### src/rtl/work_dispatcher.sv
// Broadcasts a block header to NUM_PE nodes over a credit-flow NoC port and collects the winning reply.
// Optional watchdog on WAIT_RESULT is enabled by defining WORK_DISPATCHER_TIMEOUT_EN.
module work_dispatcher #(
    parameter int          NUM_PE         = 24,
    parameter int          HDR_FLITS      = 10,
    parameter int          CREDITS        = 4,
    parameter logic [31:0] TIMEOUT_CYCLES = 32'd100_000_000
) (
    input  logic                    sys_clk,
    input  logic                    reset,
    input  logic                    start,
    input  logic [64*HDR_FLITS-1:0] header,
    output logic [72:0]             putFlit,
    output logic                    EN_putFlit,
    input  logic [2:0]              getCredit,
    input  logic [72:0]             flit,
    output logic                    send_credit,
    output logic [2:0]              credit_in,
    output logic                    busy,
    output logic                    found,
    output logic                    timeout,
    output logic                    proto_err,
    output logic [31:0]             win_nonce,
    output logic [63:0]             win_clks
);

    typedef enum logic [2:0] {
        S_IDLE,
        S_SEND_HDR,
        S_WAIT_RESULT,
        S_RX_RESULT,
        S_DONE
    } state_t;

    localparam int              KW       = (HDR_FLITS > 1) ? $clog2(HDR_FLITS) : 1;
    localparam int              CW       = $clog2(CREDITS + 1);
    localparam logic [KW-1:0]   K_LAST   = KW'(HDR_FLITS - 1);
    localparam logic [4:0]      PE_LAST  = 5'(NUM_PE);
    localparam logic [CW-1:0]   CRED_MAX = CW'(CREDITS);

    state_t                  r_state;
    state_t                  w_state_next;
    logic [64*HDR_FLITS-1:0] r_header;
    logic [4:0]              r_pe;
    logic [KW-1:0]           r_k;
    logic [CW-1:0]           r_credits;
    logic [31:0]             r_cycles;
    logic                    r_discard;
    logic                    r_rx_nonce_pending;
    logic                    r_found;
    logic                    r_timeout;
    logic                    r_proto_err;
    logic [31:0]             r_win_nonce;
    logic [63:0]             r_win_clks;
    logic                    r_send_credit;
    logic [2:0]              r_credit_in;

    logic [63:0] w_hdr_word [HDR_FLITS];
    logic        w_accept;
    logic        w_send;
    logic        w_last_flit;
    logic        w_cred_ret;
    logic        w_watchdog;
    logic        w_rx_valid;
    logic        w_rx_tail;
    logic [63:0] w_rx_data;
    logic [4:0]  w_unused_dest;

    genvar gi;
    generate
        for (gi = 0; gi < HDR_FLITS; gi++) begin : g_hdr_word
            assign w_hdr_word[gi] = r_header[64*gi +: 64];
        end
    endgenerate

    assign w_rx_valid    = flit[72];
    assign w_rx_tail     = flit[71];
    assign w_rx_data     = flit[63:0];
    assign w_unused_dest = flit[70:66];

    assign w_accept    = start && ((r_state == S_IDLE) || (r_state == S_DONE));
    assign w_send      = (r_state == S_SEND_HDR) && (r_credits != '0);
    assign w_last_flit = w_send && (r_k == K_LAST) && (r_pe == PE_LAST);
    assign w_cred_ret  = getCredit[2] && (getCredit[1:0] == 2'd0);

`ifdef WORK_DISPATCHER_TIMEOUT_EN
    assign w_watchdog = (r_state == S_WAIT_RESULT) && (r_cycles >= TIMEOUT_CYCLES);
    assign timeout    = r_timeout;
`else
    logic w_unused_cfg;
    assign w_watchdog   = 1'b0;
    assign timeout      = 1'b0;
    assign w_unused_cfg = ^{r_cycles, TIMEOUT_CYCLES, r_timeout};
`endif

    always_ff @(posedge sys_clk) begin
        if (reset) begin
            r_state <= S_IDLE;
        end else begin
            r_state <= w_state_next;
        end
    end

    always_comb begin
        w_state_next = r_state;
        EN_putFlit   = 1'b0;
        putFlit      = '0;
        busy         = 1'b0;
        case (r_state)
            S_IDLE: begin
                if (start) w_state_next = S_SEND_HDR;
            end
            S_SEND_HDR: begin
                busy = 1'b1;
                if (w_send) begin
                    EN_putFlit = 1'b1;
                    putFlit    = {1'b1, (r_k == K_LAST), r_pe, 2'b00, w_hdr_word[r_k]};
                    if (w_last_flit) w_state_next = S_WAIT_RESULT;
                end
            end
            S_WAIT_RESULT: begin
                busy = 1'b1;
                if (w_watchdog) begin
                    w_state_next = S_DONE;
                end else if (w_rx_valid && !r_discard && (w_rx_data == 64'h1)) begin
                    w_state_next = S_RX_RESULT;
                end
            end
            S_RX_RESULT: begin
                busy = 1'b1;
                if (w_rx_valid && !r_rx_nonce_pending) w_state_next = S_DONE;
            end
            S_DONE: begin
                if (start) w_state_next = S_SEND_HDR;
            end
            default: w_state_next = S_IDLE;
        endcase
    end

    always_ff @(posedge sys_clk) begin
        if (reset) begin
            r_header           <= '0;
            r_pe               <= 5'd1;
            r_k                <= '0;
            r_credits          <= CRED_MAX;
            r_cycles           <= '0;
            r_discard          <= 1'b0;
            r_rx_nonce_pending <= 1'b0;
            r_found            <= 1'b0;
            r_timeout          <= 1'b0;
            r_proto_err        <= 1'b0;
            r_win_nonce        <= '0;
            r_win_clks         <= '0;
            r_send_credit      <= 1'b0;
            r_credit_in        <= '0;
        end else begin
            // Every ejected flit is credited back one cycle later, whatever the state.
            r_send_credit <= w_rx_valid;
            r_credit_in   <= w_rx_valid ? {1'b1, flit[65:64]} : 3'd0;

            if (w_send && !w_cred_ret) begin
                r_credits <= r_credits - CW'(1);
            end else if (!w_send && w_cred_ret && (r_credits != CRED_MAX)) begin
                r_credits <= r_credits + CW'(1);
            end

            if (w_accept) begin
                r_header    <= header;
                r_pe        <= 5'd1;
                r_k         <= '0;
                r_cycles    <= '0;
                r_discard   <= 1'b0;
                r_found     <= 1'b0;
                r_timeout   <= 1'b0;
                r_proto_err <= 1'b0;
            end else begin
                if (busy && (r_cycles != 32'hFFFF_FFFF)) r_cycles <= r_cycles + 32'd1;

                if (w_send) begin
                    if (r_k == K_LAST) begin
                        r_k  <= '0;
                        r_pe <= (r_pe == PE_LAST) ? 5'd1 : r_pe + 5'd1;
                    end else begin
                        r_k <= r_k + KW'(1);
                    end
                end

                case (r_state)
                    S_WAIT_RESULT: begin
                        if (w_watchdog) begin
                            r_timeout <= 1'b1;
                        end else if (w_rx_valid) begin
                            if (r_discard) begin
                                if (w_rx_tail) r_discard <= 1'b0;
                            end else if (w_rx_data == 64'h1) begin
                                r_rx_nonce_pending <= 1'b1;
                            end else begin
                                // Unexpected packet: drop the rest of it up to its tail.
                                r_proto_err <= 1'b1;
                                r_discard   <= !w_rx_tail;
                            end
                        end
                    end
                    S_RX_RESULT: begin
                        if (w_rx_valid) begin
                            if (r_rx_nonce_pending) begin
                                r_win_nonce        <= w_rx_data[31:0];
                                r_rx_nonce_pending <= 1'b0;
                            end else begin
                                r_win_clks <= w_rx_data;
                                r_found    <= 1'b1;
                            end
                        end
                    end
                    default: ;
                endcase
            end
        end
    end

    assign found       = r_found;
    assign proto_err   = r_proto_err;
    assign win_nonce   = r_win_nonce;
    assign win_clks    = r_win_clks;
    assign send_credit = r_send_credit;
    assign credit_in   = r_credit_in;

endmodule

### config.mk
export PLATFORM = sky130hd
export DESIGN_NAME = work_dispatcher
export DESIGN_NICKNAME = d
export VERILOG_FILES = /design/src/rtl/work_dispatcher.sv
export SDC_FILE = /design/constraint.sdc
export NUM_CORES = 2
export LEC_CHECK = 0
export BUFFER_PORTS_ARGS = -buffer_cell sky130_fd_sc_hd__buf_2
export CORE_AREA = 2 2 351 353
export CTS_CLUSTER_DIAMETER = 200
export DETAILED_ROUTE_END_ITERATION = 10
export DIE_AREA = 0 0 353 355
export PLACE_DENSITY = 0.58
export SLEW_MARGIN = 10
export SYNTH_ARGS = -nofsm -noshare
export SYNTH_HDL_FRONTEND = slang
export SYNTH_SLANG_ARGS = --single-unit
### constraint.sdc
create_clock -name sys_clk -period 2.6 [get_ports sys_clk]
set_input_delay 0.26 -clock sys_clk [delete_from_list [all_inputs] [get_ports sys_clk]]
set_output_delay 0.26 -clock sys_clk [all_outputs]
set_load 0.01 [all_outputs]
# Yosys cells after proc, flatten, opt, wreduce, memory -nomap -nowiden
# Cells that the tools add are included.
totals:
  reg_bits: 759
  output_inout_bits: 178
  in_bits: 719
  elab_cells: 103
op_classes:
  n_eq_ne: 17
  n_bitwise: 6
  magnitude_cmp: 1
  mux: 27
  n_addsub: 4
  reduce_logical: 34
op_table:
  columns: ["op", "n"]
  rows:
  - ["binary-select mux 64 bit (select 4 bit)", 1]
  - ["2-to-1 mux 73 bit", 2]
  - ["2-to-1 mux 64 bit", 2]
  - ["equality test 64 x 1 -> 1 bit, second input constant", 1]
  - ["2-to-1 mux 3 bit", 8]
  - ["inequality test 2 bit, second input constant", 8]
  - ["one-hot mux 3 bit (4 select lines)", 1]
  - ["AND reduction 4 bit", 3]
  - ["logical AND 1 bit", 11]
  - ["2-to-1 mux 1 bit", 10]
  - ["equality test 3 x 2 -> 1 bit, second input constant", 2]
  - ["AND reduction 6 bit", 1]
  - ["OR reduction 2 bit", 3]
  - ["adder 5 x 1 -> 5 bit, second input constant", 1]
  - ["equality test 5 bit, second input constant", 1]
  - [">= comparator 5 bit, second input constant", 1]
  - ["logical NOT 1 bit", 5]
  - ["2-to-1 mux 5 bit", 1]
  - ["inverter 1 bit", 5]
  - ["inverter 4 -> 5 bit", 1]
  - ["AND reduction 5 bit", 1]
  - ["adder 4 x 1 -> 4 bit, second input constant", 1]
  - ["equality test 4 bit, second input constant", 1]
  - ["2-to-1 mux 4 bit", 1]
  - ["15 further kinds", 17]

# Longest topological paths before layout
logic_depth:
  depth_word: 7
  depth_mapped: 9
  ltp_nobuf: 7

# Worst setup path before layout
# Ideal clock, no wire load.
synth_timing:
  path_type: "register -> register"
  start: "register r_state[0]"
  end: "register r_credits[2]"
  t_arrival_ns: 1.878
  required_time_ns: 2.463
  setup_ns: 0.137
  setup_slack_ns: 0.585
  period_less_slack_ns: 2.015
  path_stages_with_launch: 8
  n_path_buf: 1
  path_cell_list: "dfxtp_1 nor3b_4 and2_4 buf_8 nand2_1 fa_1 o311ai_0 o211ai_1"
synth_between:
  elab_chain_cells: 6
  word_cells_on_any_way: 8
  classes_between: "eq/ne (1); mux (1); reduce/logical (6)"
synth_lines:
  columns: ["element", "line_no", "rtl"]
  rows:
  - ["start, declared", "41", "state_t r_state;"]
  - ["start signal, assigned", "100", "r_state <= w_state_next;"]
  - ["equality test 3 x 1 -> 1 bit *", "82", "assign w_send = (r_state == S_SEND_HDR) && (r_credits != '0);"]
  - ["logical AND 1 bit *", "82", null]
  - ["logical NOT 1 bit", "163", "end else if (!w_send && w_cred_ret && (r_credits != CRED_MAX)) begin"]
  - ["logical AND 1 bit (2 in a row)", "163", null]
  - ["nonzero test 2 bit (no line)", null, null]
  - ["end signal, assigned", "162", "r_credits <= r_credits - CW'(1);"]
  - ["end signal, assigned", "164", "r_credits <= r_credits + CW'(1);"]
  - ["end, declared", "46", "logic [CW-1:0] r_credits;"]
# Every way passes the cells marked *; elsewhere a longest branch is shown, timed or not.
# A chain may end at the register's enable or synchronous reset.

# Worst setup path in the final report
layout_timing:
  start: "register r_k[0]"
  end: "output putFlit[48]"
layout_between:
  elab_chain_cells: 6
layout_lines:
  columns: ["element", "line_no", "rtl"]
  rows:
  - ["start, declared", "45", "logic [KW-1:0] r_k;"]
  - ["start signal, assigned", "184", "r_k <= r_k + KW'(1);"]
  - ["inverter 4 -> 5 bit (not written as such)", "117", "putFlit = {1'b1, (r_k == K_LAST), r_pe, 2'b00, w_hdr_word[r_k]};"]
  - ["binary-select mux 64 bit (select 4 bit)", "117", null]
  - ["2-to-1 mux 64 bit (not written as such) (2 in a row)", "117", null]
  - ["2-to-1 mux 73 bit", "115", "if (w_send) begin"]
  - ["2-to-1 mux 73 bit", "109", "case (r_state)"]
  - ["end, declared", "13", "output logic [72:0] putFlit,"]
# No other way between the ends. The select of a mux whose other input is x is not followed.

==> metrics.txt <==
# TYPE chip_impl_metric gauge
chip_impl_metric{name="net-switching-power",unit="W"} 0.00814
chip_impl_metric{name="die-height",unit="um"} 355
chip_impl_metric{name="worst_slack",unit="ns"} -0.310
chip_impl_metric{name="cts_htree_levels",unit=""} 3
chip_impl_metric{name="internal_power",unit="W"} 0.0224
chip_impl_metric{name="fin_setup_tns",unit="ns"} -14.25
chip_impl_metric{name="tightest_slew",unit="ns"} 0.746
chip_impl_metric{name="maximum_number_of_pins_on_one_net_before_global_route_repair",unit=""} 154
chip_impl_info{name="critPathLaunch",value="r_k[0]$_SDFFE_PP0P_"} 1
chip_impl_info{name="synth_area_leaders",value="sky130_fd_sc_hd__dfxtp_1 48%, sky130_fd_sc_hd__nand2_1 18%, sky130_fd_sc_hd__a21oi_1 12%"} 1
chip_impl_info{name="critical-path-slowest-cell",value="sky130_fd_sc_hd__mux4_2"} 1
chip_impl_metric{name="die_x",unit="um"} 353
chip_impl_metric{name="wire_per_inst",unit="um"} 20.9
chip_impl_info{name="reg2reg_from",value="r_state[1]$_SDFFE_PP0P_"} 1
chip_impl_metric{name="power_per_cell_area",unit="nW/um^2"} 622
chip_impl_metric{name="clk-insertion-delay-late",unit="ns"} 0.66
chip_impl_metric{name="power.leakage",unit="nW"} 19.4
chip_impl_metric{name="timing.final.setup_violations",unit=""} 65
chip_impl_info{name="status",value="finished, violations left"} 1
chip_impl_metric{name="irDropWorstVdd",unit="mV"} 0.618
chip_impl_metric{name="worst_clock_skew",unit="ns"} 0.0244
chip_impl_metric{name="postSynthCellCount",unit=""} 3737
chip_impl_metric{name="synth_seq_area_share",unit=""} 0.480
chip_impl_metric{name="drcViolationCount",unit=""} 0
chip_impl_metric{name="p_comb_frac",unit=""} 0.157
chip_impl_metric{name="clock_power_share",unit=""} 0.428
chip_impl_info{name="critPathMostFrequentCell",value="sky130_fd_sc_hd__buf_6"} 1
chip_impl_metric{name="dieArea",unit="sq um"} 125000
chip_impl_metric{name="yosys.cell_types.count",unit=""} 54
chip_impl_metric{name="grt_first_pass_wirelength",unit="mm"} 208
chip_impl_metric{name="worst_hold_path.num_cells",unit=""} 2
chip_impl_info{name="clock_tree_from_tritoncts",value="built"} 1
chip_impl_info{name="worstReg2RegEnd",value="r_credits[2]$_SDFFE_PP1P_"} 1
chip_impl_metric{name="setup.reg_to_reg.worst_slack",unit="ns"} 0.44
chip_impl_metric{name="timing.final.crit_period",unit="ns"} 2.91
chip_impl_metric{name="dp_hpwl",unit="mm"} 101
chip_impl_metric{name="multi_input_area",unit="sq um"} 15200
chip_impl_metric{name="hold_violations",unit=""} 0
chip_impl_metric{name="ff_latch_area",unit="sq um"} 15200
chip_impl_metric{name="data_required_time_of_the_worst_path",unit="ns"} 2.34
chip_impl_metric{name="syn_area",unit="sq um"} 31600
chip_impl_metric{name="global_route.overflow_total",unit=""} 0
chip_impl_metric{name="path_clk_slew",unit="ns"} 0.06
chip_impl_info{name="busiest_metal_layer_after_global_routing",value="met2"} 1
chip_impl_metric{name="placement.cell_area",unit="sq um"} 37800
chip_impl_metric{name="cp_max_fo",unit=""} 7
chip_impl_metric{name="clock_path_buffers",unit=""} 3
chip_impl_info{name="synth_flop_cell",value="sky130_fd_sc_hd__dfxtp_1"} 1
chip_impl_metric{name="hold_slack",unit="ns"} 0.0990
chip_impl_metric{name="first_global_vias",unit=""} 32853
chip_impl_metric{name="std_cell_core_area",unit="sq um"} 121000
chip_impl_metric{name="grt_antenna_before_repair",unit=""} 49
chip_impl_info{name="worstSetupStartpointType",value="flip-flop"} 1
chip_impl_metric{name="filler_cell_count",unit=""} 11988
chip_impl_metric{name="drive_above_1_share",unit=""} 0.261
chip_impl_info{name="yosys.cell_count.top_type",value="sky130_fd_sc_hd__nand2_1"} 1
chip_impl_metric{name="timing.max_slew.rel_slack",unit=""} 0.503
chip_impl_metric{name="async_flop_share",unit=""} 0
chip_impl_info{name="violations",value="negative setup slack"} 1
chip_impl_metric{name="placedCellCount",unit=""} 6048
chip_impl_info{name="min_delay_src",value="reset"} 1
chip_impl_metric{name="totalWireLength",unit="mm"} 146
chip_impl_metric{name="total_cts_buffers",unit=""} 89
chip_impl_metric{name="grt_util_met2",unit=""} 0.357
chip_impl_metric{name="initial_utilization",unit=""} 0.260
chip_impl_metric{name="drv.max_cap_violation_count",unit=""} 0
chip_impl_metric{name="num_clock_sinks",unit=""} 758
chip_impl_info{name="crit_path_end_kind",value="output pin"} 1
chip_impl_info{name="setup_repair_after_global_routing_missed_its_margin",value="true"} 1
chip_impl_metric{name="worst_r2r_path_depth",unit=""} 7
chip_impl_metric{name="rows",unit=""} 128
chip_impl_metric{name="synth_warnings",unit=""} 0
chip_impl_info{name="root_buffer",value="sky130_fd_sc_hd__clkbuf_16"} 1
chip_impl_metric{name="grtUsageMet1",unit=""} 0.287
chip_impl_metric{name="drt_pre_antenna_iters",unit=""} 7
chip_impl_metric{name="worst_path_largest_cell_delay",unit="ns"} 0.67
chip_impl_metric{name="grt.met3_usage",unit=""} 0.0428
chip_impl_metric{name="maxClockFrequency",unit="MHz"} 344
chip_impl_info{name="hold_path.class",value="in -> reg"} 1
chip_impl_info{name="critical_path_class",value="reg -> out"} 1
chip_impl_metric{name="synth.avg_cell_area",unit="sq um"} 8.46
chip_impl_metric{name="drt_first_iter_violations",unit=""} 3188
chip_impl_metric{name="areaGrowthSynthToFinish",unit="%"} 55.3
chip_impl_metric{name="vias_per_cell",unit=""} 4.80
chip_impl_metric{name="num_vias",unit=""} 33552
chip_impl_metric{name="port-buffer-count",unit=""} 888
chip_impl_metric{name="p_seq_frac",unit=""} 0.414
chip_impl_metric{name="synth-seq-cells",unit=""} 758
chip_impl_metric{name="ant_nets",unit=""} 0
chip_impl_metric{name="place_congestion",unit=""} 0.935
chip_impl_metric{name="design.final.nets",unit=""} 5977
chip_impl_metric{name="floorplan.io_pins",unit=""} 897
chip_impl_metric{name="final-instance-count-excl-fill",unit=""} 6983
chip_impl_metric{name="report.final.slew_viol_count",unit=""} 0
chip_impl_metric{name="gr-usage-all-layers",unit=""} 0.220
chip_impl_info{name="synthDominantAreaCellType",value="sky130_fd_sc_hd__dfxtp_1"} 1
chip_impl_metric{name="synth_top_area_share",unit=""} 0.480
chip_impl_metric{name="layout.cell_area.non_filler",unit="sq um"} 49100
chip_impl_info{name="crit_path_cell_trace",value="buf_6 > buf_16 > buf_6 > mux4_2 > mux2i_1 > o22ai_2 > buf_2"} 1
chip_impl_info{name="post_synth_most_frequent_cells",value="1483 x sky130_fd_sc_hd__nand2_1, 758 x sky130_fd_sc_hd__dfxtp_1, 750 x sky130_fd_sc_hd__a21oi_1"} 1
chip_impl_metric{name="critPathArrivalTime",unit="ns"} 2.65
chip_impl_metric{name="power.switching_fraction",unit=""} 0.267
chip_impl_info{name="hold_path_end",value="r_header[146]$_SDFFE_PP0P_"} 1
chip_impl_metric{name="post_synth_edffs",unit=""} 0
chip_impl_metric{name="fin_crit_sh",unit=""} 1.12
## through the flow
stage	power (W)	setup slack, ns	utilization
CTS	0.0306	-0.390	0.398
global placement	0.0164	0.226	0.312
finish	0.0305	-0.310	0.404
floorplan	0.0148	0.585	-
detailed placement	0.0165	0.239	0.312
global route	0.0317	-0.417	0.404
## worst max-delay path, delay by kind of cell (launching register included)
kind	cells	cell delay (ns)
flops	1	0.38
buf+inv	4	0.56
mux	2	0.91
compound gates	1	0.13
## cells by family (layout without fill, tap and decap cells)
group | after synthesis | in the layout | synth area share
AND/OR/NAND/NOR | 1561 | 1561 | 0.193
XOR/XNOR | 5 | 5 | 0.00139
multiplexers | 256 | 256 | 0.132
AO/OA/AOI/OAI | 831 | 831 | 0.142
flip-flops | 758 | 758 | 0.480
other | 1 | 37 | 0.000119
adder cells (fa/ha/maj) | 3 | 3 | 0.00143
buffers and inverters | 322 | 1907 | 0.0504
## what timing repair did
item,CTS,global route
setup buffers,9,15
pin swaps,1,12
resized for setup,54,56
cloned,2,7
hold buffers,709,0
endpoints found under the hold margin,741,0
endpoints found under the setup margin,65,65
## worst max-delay path by stage
stage / to / slack (ns) / cells past startpoint
finish: putFlit[48] / -0.31 / 7
CTS: putFlit[53] / -0.39 / 7
global placement: putFlit[36] / 0.23 / 6
detailed placement: putFlit[36] / 0.24 / 6
floorplan: r_credits[2]$_SDFFE_PP1P_ / 0.58 / 7
global route: putFlit[40] / -0.42 / 8
## cell usage in the layout, fill, tap and decap left out, types with 24 or more instances in the layout
cell type                       netlist  final
sky130_fd_sc_hd__mux2i_1            128     96
sky130_fd_sc_hd__buf_2              148    878
sky130_fd_sc_hd__dfxtp_1            758    754
sky130_fd_sc_hd__clkbuf_16            0     97
sky130_fd_sc_hd__buf_12               4     46
sky130_fd_sc_hd__mux4_2             128    128
sky130_fd_sc_hd__o22ai_2             34     40
sky130_fd_sc_hd__o22ai_1             31     24
sky130_fd_sc_hd__nand2_1           1483   1482
sky130_fd_sc_hd__buf_4               21     73
sky130_fd_sc_hd__diode_2              0     34
sky130_fd_sc_hd__dlygate4sd3_1        0    709
sky130_fd_sc_hd__clkbuf_8             0     25
sky130_fd_sc_hd__a21oi_1            750    750
## state kept, by name, indices dropped and copies added, names as in the netlist
name,count
credit_in,2
found,1
proto_err,1
r_credits,3
r_discard,1
r_header,640
r_k,4
r_pe,5
r_rx_nonce_pending,1
r_state,3
send_credit,1
win_clks,64
win_nonce,32
## power by group through the flow
stage	clock network, W	registers (W)	logic (W)
after global routing	0.0138	0.0127	0.00515
after detailed placement	0	0.0129	0.00360
after floorplan	0	0.0127	0.00211
after CTS	0.0134	0.0126	0.00461
final	0.0131	0.0126	0.00479
after global placement	0	0.0129	0.00357
## final cells by class
type                    instances  area share
clock buffers                 132      0.0546
multi-input cells            2659       0.309
flip-flops and latches        758       0.310
clock inverters                28     0.00757
diodes                         34     0.00173
repair buffers               1739       0.275
inverters                       8    0.000612
well taps                    1625      0.0414
## layer usage
layer  routed length, um  part of all wire
met3               10100             0.069
met5                 144           0.00099
met4                5990             0.041
met1               62200              0.43
met2               67700              0.46
Note: power is estimated with default switching activity, not from simulation.
